## src/rtl/asteroid_pkg.sv

```systemverilog
// asteroid_pkg: types and constants shared by the asteroid, rocket and
// collision stages (playfield geometry, colours, mover state encoding).
package asteroid_pkg;

    localparam int unsigned X_W = 8;
    localparam int unsigned Y_W = 7;
    localparam int unsigned C_W = 3;

    localparam int unsigned SCREEN_W = 160;
    localparam int unsigned SCREEN_H = 120;

    localparam logic [C_W-1:0] BLACK = 3'b000;
    localparam logic [C_W-1:0] WHITE = 3'b111;

    localparam logic [Y_W-1:0] GROUND_Y_DEFAULT = 7'd110;

    typedef enum logic [2:0] {
        ST_IDLE  = 3'd0,
        ST_DRAW  = 3'd1,
        ST_WAIT  = 3'd2,
        ST_ERASE = 3'd3,
        ST_MOVE  = 3'd4,
        ST_DONE  = 3'd5
    } mover_state_e;

    // One pixel write towards the VGA adapter.
    typedef struct packed {
        logic [X_W-1:0] x;
        logic [Y_W-1:0] y;
        logic [C_W-1:0] colour;
        logic           plot;
    } vga_pixel_t;

    // Keeps a square sprite of edge `size` fully inside the playfield.
    function automatic logic [X_W-1:0] clamp_x(input logic [X_W-1:0] sx,
                                               input int unsigned   size);
        logic [X_W-1:0] lim;
        lim = X_W'(SCREEN_W - size);
        return (sx > lim) ? lim : sx;
    endfunction

endpackage

```

## src/rtl/asteroid_mover_if.sv

```systemverilog
// asteroid_mover_if: launch/hit controls and VGA/position outputs of the
// asteroid mover.
//   master: drives start, spawn_x, hit; observes everything else
//   slave : the mover itself
interface asteroid_mover_if;
    import asteroid_pkg::*;

    logic           start;
    logic [X_W-1:0] spawn_x;
    logic           hit;
    logic [X_W-1:0] vga_x;
    logic [Y_W-1:0] vga_y;
    logic [C_W-1:0] vga_colour;
    logic           vga_plot;
    logic [X_W-1:0] asteroid_x;
    logic [Y_W-1:0] asteroid_y;
    logic           active;
    logic           asteroid_move_done;

    modport master (
        output start, spawn_x, hit,
        input  vga_x, vga_y, vga_colour, vga_plot,
        input  asteroid_x, asteroid_y, active, asteroid_move_done
    );

    modport slave (
        input  start, spawn_x, hit,
        output vga_x, vga_y, vga_colour, vga_plot,
        output asteroid_x, asteroid_y, active, asteroid_move_done
    );

endinterface

```

## src/rtl/frame_tick_counter.sv

```systemverilog
// frame_tick_counter: loadable down-counter timing the pause between draw
// and erase. load presets FRAME_TICKS-1, en decrements (saturating at 0),
// tc is high while the count is 0.
//   clock, reset (async active-low), load, en -> tc
module frame_tick_counter #(
    parameter int unsigned FRAME_TICKS = 833_333
) (
    input  logic clock,
    input  logic reset,
    input  logic load,
    input  logic en,
    output logic tc
);

    localparam int unsigned CNT_W = (FRAME_TICKS > 1) ? $clog2(FRAME_TICKS) : 1;

    logic [CNT_W-1:0] cnt_q;

    // Down-counter; load has priority over decrement.
    always_ff @(posedge clock or negedge reset) begin
        if (!reset) begin
            cnt_q <= '0;
        end else if (load) begin
            cnt_q <= CNT_W'(FRAME_TICKS - 1);
        end else if (en && (cnt_q != '0)) begin
            cnt_q <= cnt_q - CNT_W'(1);
        end
    end

    assign tc = (cnt_q == '0);

endmodule

```

## src/rtl/asteroid_mover.sv

```systemverilog
// asteroid_mover: drops one square sprite down the playfield a row per frame
// (draw, wait, erase, step) and holds asteroid_move_done once it rests on the
// ground. A rocket hit erases the sprite and returns to IDLE without done.
//   clock, reset (async active-low)
//   bus.start/spawn_x/hit            -> launch and kill controls
//   bus.vga_x/vga_y/vga_colour/plot  <- registered pixel writes
//   bus.asteroid_x/asteroid_y        <- registered sprite position
//   bus.active/asteroid_move_done    <- status
module asteroid_mover
    import asteroid_pkg::*;
#(
    parameter int unsigned    SIZE        = 4,
    parameter logic [Y_W-1:0] GROUND_Y    = GROUND_Y_DEFAULT,
    parameter int unsigned    FRAME_TICKS = 833_333,
    parameter logic [C_W-1:0] COLOUR      = WHITE
) (
    input logic             clock,
    input logic             reset,
    asteroid_mover_if.slave bus
);

    localparam int unsigned SIDE_W = $clog2(SIZE);
    localparam int unsigned PC_W   = 2 * SIDE_W;
    localparam logic [Y_W-1:0] LAND_Y = GROUND_Y - Y_W'(SIZE);

    mover_state_e    state_q, state_d;
    logic [X_W-1:0]  x_q, x_d;
    logic [Y_W-1:0]  y_q, y_d;
    logic [PC_W-1:0] pc_q, pc_d;
    logic            kill_q, kill_d;
    vga_pixel_t      pix_q, pix_d;
    logic            done_q, done_d;
    logic            active_q, active_d;

    logic load_c, en_c, tc_c;
    logic kill_eff_c, pc_last_c;

    frame_tick_counter #(
        .FRAME_TICKS(FRAME_TICKS)
    ) u_frame_tick_counter (
        .clock(clock),
        .reset(reset),
        .load (load_c),
        .en   (en_c),
        .tc   (tc_c)
    );

    // State, position and output registers.
    always_ff @(posedge clock or negedge reset) begin
        if (!reset) begin
            state_q  <= ST_IDLE;
            x_q      <= '0;
            y_q      <= '0;
            pc_q     <= '0;
            kill_q   <= 1'b0;
            pix_q    <= '0;
            done_q   <= 1'b0;
            active_q <= 1'b0;
        end else begin
            state_q  <= state_d;
            x_q      <= x_d;
            y_q      <= y_d;
            pc_q     <= pc_d;
            kill_q   <= kill_d;
            pix_q    <= pix_d;
            done_q   <= done_d;
            active_q <= active_d;
        end
    end

    // Next state plus next outputs; outputs are derived from the next-state
    // values so the pixel for pc lands in the same cycle the FSM sits on it.
    always_comb begin
        state_d  = state_q;
        x_d      = x_q;
        y_d      = y_q;
        pc_d     = pc_q;
        kill_d   = kill_q;
        pix_d    = '0;
        done_d   = 1'b0;
        active_d = 1'b0;
        load_c   = 1'b0;
        en_c     = 1'b0;

        // A hit in the current cycle already counts as a kill.
        kill_eff_c = kill_q | bus.hit;
        pc_last_c  = &pc_q;

        unique case (state_q)
            ST_IDLE, ST_DONE: begin
                if (bus.start) begin
                    x_d     = clamp_x(bus.spawn_x, SIZE);
                    y_d     = '0;
                    pc_d    = '0;
                    state_d = ST_DRAW;
                end
            end
            ST_DRAW: begin
                kill_d = kill_eff_c;
                pc_d   = pc_q + PC_W'(1);
                if (pc_last_c) begin
                    // A killed sprite is always erased, even on the last row.
                    state_d = (!kill_eff_c && (y_q == LAND_Y)) ? ST_DONE : ST_WAIT;
                end
            end
            ST_WAIT: begin
                kill_d = kill_eff_c;
                en_c   = 1'b1;
                if (kill_eff_c || tc_c) begin
                    state_d = ST_ERASE;
                end
            end
            ST_ERASE: begin
                kill_d = kill_eff_c;
                pc_d   = pc_q + PC_W'(1);
                if (pc_last_c) begin
                    state_d = kill_eff_c ? ST_IDLE : ST_MOVE;
                end
            end
            ST_MOVE: begin
                kill_d  = kill_eff_c;
                y_d     = y_q + Y_W'(1);
                state_d = ST_DRAW;
            end
            default: begin
                state_d = ST_IDLE;
            end
        endcase

        if (state_d == ST_IDLE) begin
            kill_d = 1'b0;
        end

        load_c = (state_d == ST_WAIT) && (state_q != ST_WAIT);

        if ((state_d == ST_DRAW) || (state_d == ST_ERASE)) begin
            pix_d.plot   = 1'b1;
            pix_d.x      = x_d + X_W'(pc_d[SIDE_W-1:0]);
            pix_d.y      = y_d + Y_W'(pc_d[PC_W-1:SIDE_W]);
            pix_d.colour = (state_d == ST_DRAW) ? COLOUR : BLACK;
        end

        done_d   = (state_d == ST_DONE);
        active_d = (state_d != ST_IDLE) && (state_d != ST_DONE);
    end

    assign bus.vga_x              = pix_q.x;
    assign bus.vga_y              = pix_q.y;
    assign bus.vga_colour         = pix_q.colour;
    assign bus.vga_plot           = pix_q.plot;
    assign bus.asteroid_x         = x_q;
    assign bus.asteroid_y         = y_q;
    assign bus.active             = active_q;
    assign bus.asteroid_move_done = done_q;

endmodule

```

## src/flat_wrapper.sv

```systemverilog
// flat-port wrapper written by rule: the top's interface ports become plain ports
module asteroid_mover_flat import asteroid_pkg::*;
#(
    parameter int unsigned    SIZE        = 4,
    parameter logic [Y_W-1:0] GROUND_Y    = GROUND_Y_DEFAULT,
    parameter int unsigned    FRAME_TICKS = 833_333,
    parameter logic [C_W-1:0] COLOUR      = WHITE
)
  (clock, reset, bus_start, bus_spawn_x, bus_hit, bus_vga_x, bus_vga_y, bus_vga_colour, bus_vga_plot, bus_asteroid_x, bus_asteroid_y, bus_active, bus_asteroid_move_done);
  asteroid_mover_if bus_i ();
  input logic clock;
  input logic reset;
  input wire logic [$bits(bus_i.start)-1:0] bus_start;
  input wire logic [$bits(bus_i.spawn_x)-1:0] bus_spawn_x;
  input wire logic [$bits(bus_i.hit)-1:0] bus_hit;
  output wire logic [$bits(bus_i.vga_x)-1:0] bus_vga_x;
  output wire logic [$bits(bus_i.vga_y)-1:0] bus_vga_y;
  output wire logic [$bits(bus_i.vga_colour)-1:0] bus_vga_colour;
  output wire logic [$bits(bus_i.vga_plot)-1:0] bus_vga_plot;
  output wire logic [$bits(bus_i.asteroid_x)-1:0] bus_asteroid_x;
  output wire logic [$bits(bus_i.asteroid_y)-1:0] bus_asteroid_y;
  output wire logic [$bits(bus_i.active)-1:0] bus_active;
  output wire logic [$bits(bus_i.asteroid_move_done)-1:0] bus_asteroid_move_done;
  assign bus_i.start = bus_start;
  assign bus_i.spawn_x = bus_spawn_x;
  assign bus_i.hit = bus_hit;
  assign bus_vga_x = bus_i.vga_x;
  assign bus_vga_y = bus_i.vga_y;
  assign bus_vga_colour = bus_i.vga_colour;
  assign bus_vga_plot = bus_i.vga_plot;
  assign bus_asteroid_x = bus_i.asteroid_x;
  assign bus_asteroid_y = bus_i.asteroid_y;
  assign bus_active = bus_i.active;
  assign bus_asteroid_move_done = bus_i.asteroid_move_done;
  asteroid_mover #(.SIZE(SIZE), .GROUND_Y(GROUND_Y), .FRAME_TICKS(FRAME_TICKS), .COLOUR(COLOUR)) u_core (.clock(clock), .reset(reset), .bus(bus_i));
endmodule
```

## config.mk

```make
export PLATFORM = sky130hd
export DESIGN_NAME = asteroid_mover_flat
export DESIGN_NICKNAME = d
export VERILOG_FILES = /design/src/rtl/asteroid_pkg.sv /design/src/rtl/asteroid_mover_if.sv /design/src/rtl/frame_tick_counter.sv /design/src/rtl/asteroid_mover.sv /design/src/flat_wrapper.sv
export SDC_FILE = /design/constraint.sdc
export NUM_CORES = 1
export LEC_CHECK = 0
export BUFFER_PORTS_ARGS = -buffer_cell sky130_fd_sc_hd__buf_4
export CAP_MARGIN = 20
export CORE_MARGIN = 2
export CORE_UTILIZATION = 48
export DETAILED_ROUTE_END_ITERATION = 10
export PLACE_DENSITY = 0.72
export SLEW_MARGIN = 20
export SYNTH_ARGS = -nofsm -noshare
export SYNTH_HDL_FRONTEND = slang
export SYNTH_SLANG_ARGS = --single-unit
```

## constraint.sdc

```tcl
create_clock -name clock -period 2.5 [get_ports clock]
set_input_delay 0.125 -clock clock [delete_from_list [all_inputs] [get_ports clock]]
set_output_delay 0.125 -clock clock [all_outputs]
set_load 0.01 [all_outputs]
```

# After elaboration in Yosys (flattened, before gate mapping)
# Index checks and enable logic that the tools add are counted.
# classes
n_addsub	5
n_lt_le_gt_ge	1
n_eq_ne	12
muxes	21
bitwise_logic	1
reduce_logical	18
# ops
op	n
$mux W20	2
$mux W8	3
$mux W3	7
$logic_not A20 Y1	1
$reduce_bool A20 Y1	1
$sub A20 B1 Y20 const B	1
$mux W19	1
$pmux W3 S5	1
$pmux W7 S2	1
$eq A3 B2 Y1 const B	4
$eq A3 B3 Y1 const B	3
$add A8 B2 Y8	1
$gt A8 B8 Y1 const B	1
$pmux W4 S2	1
$add A7 B1 Y7 const B	1
$add A7 B2 Y7	1
$eq A7 B7 Y1 const B	1
$mux W7	1
$eq A3 B1 Y1 const B	2
$logic_not A3 Y1	2
$add A4 B1 Y4 const B	1
$logic_and A1 B1 Y1	4
$mux W4	1
$reduce_and A4 Y1	1
other kinds (10)	15
# totals
register_bits	64
in_bits	12
output_inout_bits	36
elab_cells	70

# Logic depth before layout (Yosys ltp)
# depth
depth_word	9
depth_mapped	13
mapped_depth_nobuf	11

# Modules after synthesis
# A second synthesis with hierarchy kept.
# hier_totals
cells_unflattened	359
hier_area_um2	3504.6
# by_module_without_submodules
module	n_inst	cells_each	area_per_inst_um2	seq_area_each_um2
asteroid_mover	1	230	2268.4	1051.0
frame_tick_counter	1	129	1236.2	500.5

# Least setup slack after synthesis
# Ideal clock, no wire load.
# synth_path
path_kind	register to register
startpoint	register u_core.state_q[0]
endpoint	register u_core.pix_q (netlist bit u_core.bus.vga_x[7])
setup_time_ns	0.133
arrival_ns	2.531
required_time_ns	2.367
setup_slack_ns	-0.165
stages_incl_launch_ff	11
n_path_buf	2
synth_period_minus_slack_ns	2.665
cell_sequence	dfrtp_1 -> clkbuf_8 -> buf_2 -> xor2_1 -> nor2_1 -> o21ai_0 -> ha_1 -> a21oi_1 -> a211oi_1 -> nor4bb_1 -> nor3_1
# synth_rtl
item	line	text
start, declared	asteroid_mover.sv:26	mover_state_e state_q, state_d;
start signal, assigned	asteroid_mover.sv:60	state_q <= state_d;
end signal, assigned	asteroid_mover.sv:65	pix_q <= pix_d;
end, declared	asteroid_mover.sv:31	vga_pixel_t pix_q, pix_d;

==> results.py <==
metrics = {
    "status": {
        "status": "complete, no violations",
    },
    "placed_design": {
        "gp_congestion": 0.8748,
        "port_buffers": 47,
        "place_inst": 497,
        "dp_hpwl_microns": 5442,
    },
    "die": {
        "ioPinCount": 48,
        "die-width_microns": 87.94,
        "initial_core_util_pct": 49.78,
        "coreArea_sq_um": 6794,
        "die_area_sq_um": 7733,
        "rows": 30,
        "die_y_microns": 87.94,
    },
    "yosys": {
        "synth.area.top_cells": "dfrtp_1, ha_1, o21ai_0",
        "syn_inst": 337,
        "ys.flop_type": "dfrtp_1",
        "ys_types": 62,
        "synth_warnings": 0,
        "synth.avg_cell_area_sq_um": 10.04,
        "synth.net_count": 359,
        "synth_edf_count": 0,
        "synth_top_area_cell": "dfrtp_1",
        "synth_seq_cells": 62,
        "synth_seq_area_share_pct": 45.87,
        "synth_area_sq_um": 3382,
        "synth_top_area_share_pct": 45.87,
        "synth-async-reset-ratio_pct": 100.0,
    },
    "sta": {
        "fmax_ghz": 0.4145,
        "fin_crit_ps": 2412,
        "hold_viol": 0,
        "tightest_slew_ps": 770.6,
        "skew_ps": 13.12,
        "relSlewSlack_pct": 48.62,
        "finalCritPeriodShare_pct": 96.49,
        "setup_violations": 0,
        "rsz0062_at_grt": "yes",
        "finalMaxSlewViolations": 0,
    },
    "worst_hold_path": {
        "hp-class": "primary input to flip-flop",
    },
    "power_and_ir_drop": {
        "combPwrFrac_pct": 43.9,
        "power.share.sequential_pct": 36.7,
        "ir_drop_v": 0.0007038,
        "power.leakage_nw": 1.898,
        "power.switching_mw": 1.632,
        "cellPowerDensity_nw_per_um2": 992.4,
        "p_int_mw": 2.644,
        "clkPwrFrac_pct": 19.4,
        "netSwitchingFraction_pct": 38.16,
        "total_power_mw": 4.276,
    },
    "global_routing": {
        "grt_overflow_total": 0,
        "antenna_found_initial": 0,
        "grt_pass1_wl_microns": 13160,
        "grt_pass1_vias": 2745,
        "grtUsageTotal_pct": 21.80,
        "grt_max_degree": 63,
    },
    "setup_path": {
        "cp_slowest_cell": "dfrtp_1",
        "crit_chain": "buf_4 -> nand2b_4 -> buf_4 -> nor2_1 -> o21ai_0 -> o21ai_1 -> ha_2 -> inv_1 -> fa_2 -> a21oi_4 -> and4_1 -> nor3_1",
        "path_class": "flip-flop to flip-flop",
        "cp_common_cell": "buf_4",
        "path_max_fanout": 6,
        "start_kind": "flip-flop",
        "worstSetupEndpointType": "flip-flop",
        "critical_path_arrival_ps": 2630,
        "cp.required_ps": 2720,
        "critPathMaxStageDelay_ps": 410,
        "path_delay_family": "adder cells",
        "crit_buf_inv": 3,
    },
    "layout": {
        "final_util_pct": 63.43,
        "fin_nets": 437,
        "final_cells": 516,
        "n_fill_cell": 544,
        "drive_gt1_share_pct": 32.86,
        "synthToLayoutAreaGrowth_pct": 27.41,
        "diodes": 0,
    },
    "detailed_routing": {
        "antenna_left": 0,
        "routed_wl_microns": 7895,
        "vias_per_cell": 5.659,
        "first_iter_violations": 208,
        "wl_per_cell_microns": 15.30,
        "drcViolationCount": 0,
        "drt-pass1-iter-count": 4,
        "vias": 2920,
    },
    "clock_tree": {
        "clkLatencyLatePin_ps": 340,
        "clkTransAtPathRegs_ps": 70,
        "clock_sinks": 62,
        "clk_path_buf_depth": 2,
        "cts_root_buf": "clkbuf_8",
        "cts_made_buffers": 9,
        "htreeDepth": 3,
        "cts_tree": "yes",
    },
    "run": {
        "cap_violations": 0,
    },
}
[synthesized netlist by cell type (all sizes together) (2+ instances only)]
| cell type | count |
|---|---|
| a211oi | 6 |
| a21oi | 16 |
| a22o | 3 |
| a31oi | 7 |
| and2 | 4 |
| and3 | 5 |
| and4 | 4 |
| buf | 8 |
| clkbuf | 8 |
| dfrtp | 62 |
| fa | 2 |
| ha | 8 |
| inv | 15 |
| mux2i | 5 |
| nand2 | 24 |
| nand2b | 2 |
| nand3 | 12 |
| nand4 | 4 |
| nand4b | 3 |
| nor2 | 24 |
| nor2b | 4 |
| nor3 | 11 |
| nor3b | 3 |
| nor4 | 10 |
| nor4bb | 3 |
| o211a | 4 |
| o211ai | 4 |
| o21a | 3 |
| o21ai | 19 |
| o21bai | 2 |
| o31ai | 4 |
| or2 | 4 |
| or3 | 6 |
| or3b | 2 |
| or4 | 6 |
| or4b | 4 |
| xnor2 | 10 |
| xor2 | 5 |
[through the flow]
stage | setup TNS [ps] | setup slack, ps | hold slack [ps] | area [sq um]
finish | 0 | 87.66 | 65.41 | 4309
global route | -16.58 | -13.89 | 59.45 | 4309
CTS | 0 | 0.3912 | 56.10 | 4202
detailed placement | 0 | 23.90 | 262.9 | 4005
global placement | 0 | 102.8 | 258.8 | 4005
floorplan | 0 | 21.68 | -170.6 | 3408
[cell usage in the layout (no fill, tap or decap), drive strengths merged, types with 4 or more instances in the layout]
cell    netlist  routed
nand4         4       4
or3           6       6
nand2        24      24
buf           8      82
clkbuf        8      13
xnor2        10      10
mux2i         5       5
or2           4       4
o211ai        4       4
a211oi        6       6
and4          4       4
and2          4       4
nor4         10      10
o21ai        19      19
or4b          4       4
nor3         11      11
nand3        12      12
a21oi        16      16
inv          15      15
o31ai         4       4
dfrtp        62      62
a31oi         7       7
nor2         24      24
nor2b         4       4
o211a         4       4
xor2          5       5
ha            8       8
and3          5       5
or4           6       6
[metal layers]
layer	up-vias	track usage [%]	part of all wire, %	wire length, microns
li1	1397	-	-	-
met1	1415	32.16	48	3817
met2	91	31.54	45	3587
met3	17	3.770	4.4	347
met4	0	9.510	1.8	142
met5	-	0	0	0
[cell families (layout without fill, tap and decap cells)]
group / count (synthesis) / in the layout / synth area share (%)
buf+inv: 31 / 114 / 5.327
compound gates: 76 / 76 / 15.06
fa+ha+maj: 10 / 10 / 4.144
simple gates: 138 / 138 / 24.23
xor+xnor: 15 / 15 / 3.884
flops: 62 / 62 / 45.88
mux: 5 / 5 / 1.480
[power by group through the flow]
stage	Combinational (mW)	Clock (mW)	Sequential (mW)
finish	1.88	0.829	1.57
global route	2.09	0.892	1.61
CTS	1.78	0.847	1.56
detailed placement	1.75	0	1.57
global placement	1.72	0	1.56
floorplan	1.02	0	1.59
[final timing paths]
path / from / end / slack [ps] / cells after the start
max: u_core.state_q[2]$_DFF_PN0_ / u_core.bus.vga_y[6]$_DFF_PN0_ / 90 / 12
min: bus_spawn_x[0] / u_core.bus.asteroid_x[0]$_DFF_PN0_ / 70 / 2
max reg2reg: u_core.state_q[2]$_DFF_PN0_ / u_core.bus.vga_y[6]$_DFF_PN0_ / 90 / 12
min reg2reg: u_core.u_frame_tick_counter.cnt_q[6]$_DFFE_PN0P_ / u_core.u_frame_tick_counter.cnt_q[6]$_DFFE_PN0P_ / 510 / 1
max in group asynchronous: reset / u_core.bus.asteroid_y[2]$_DFF_PN0_ / 1580 / 2
min in group asynchronous: reset / u_core.u_frame_tick_counter.cnt_q[19]$_DFFE_PN0P_ / 410 / 2
[sequential cells by signal, indices dropped and copies added, names as in the netlist]
name	flops
u_core.state_q	3
u_core.bus.vga_colour	1
u_core.bus.asteroid_x	8
u_core.bus.vga_plot	1
u_core.bus.asteroid_y	7
u_core.bus.vga_x	8
u_core.pc_q	4
u_core.bus.active	1
u_core.bus.vga_y	7
u_core.kill_q	1
u_core.u_frame_tick_counter.cnt_q	20
u_core.bus.asteroid_move_done	1
[worst reg2reg max path, delay by kind of cell, from the launching register on]
family | cells | cell delay (ps)
flip-flops | 1 | 410
AND/OR/NAND/NOR | 4 | 490
buffers and inverters | 3 | 400
AO/OA/AOI/OAI | 3 | 370
adder cells (fa/ha/maj) | 2 | 630
[layout make-up]
type,instances,area (sq um),share of cell area (%)
Clock buffer,13,168.9,3.920
Clock inverter,3,17.52,0.4065
Inverter,15,56.30,1.307
Multi-Input combinational cell,244,1765,40.97
Sequential cell,62,1551,36.00
Tap cell,96,120.1,2.787
Timing Repair Buffer,83,629.4,14.61
[repair_timing]
action | 4_1_cts | 5_1_grt
endpoints found under the hold margin | 62 | 0
resized for setup | 0 | 26
setup buffers | 0 | 2
setup endpoints to repair | 0 | 16
hold buffers | 1 | 0
No activity file was read; power rests on OpenSTA's default activity.
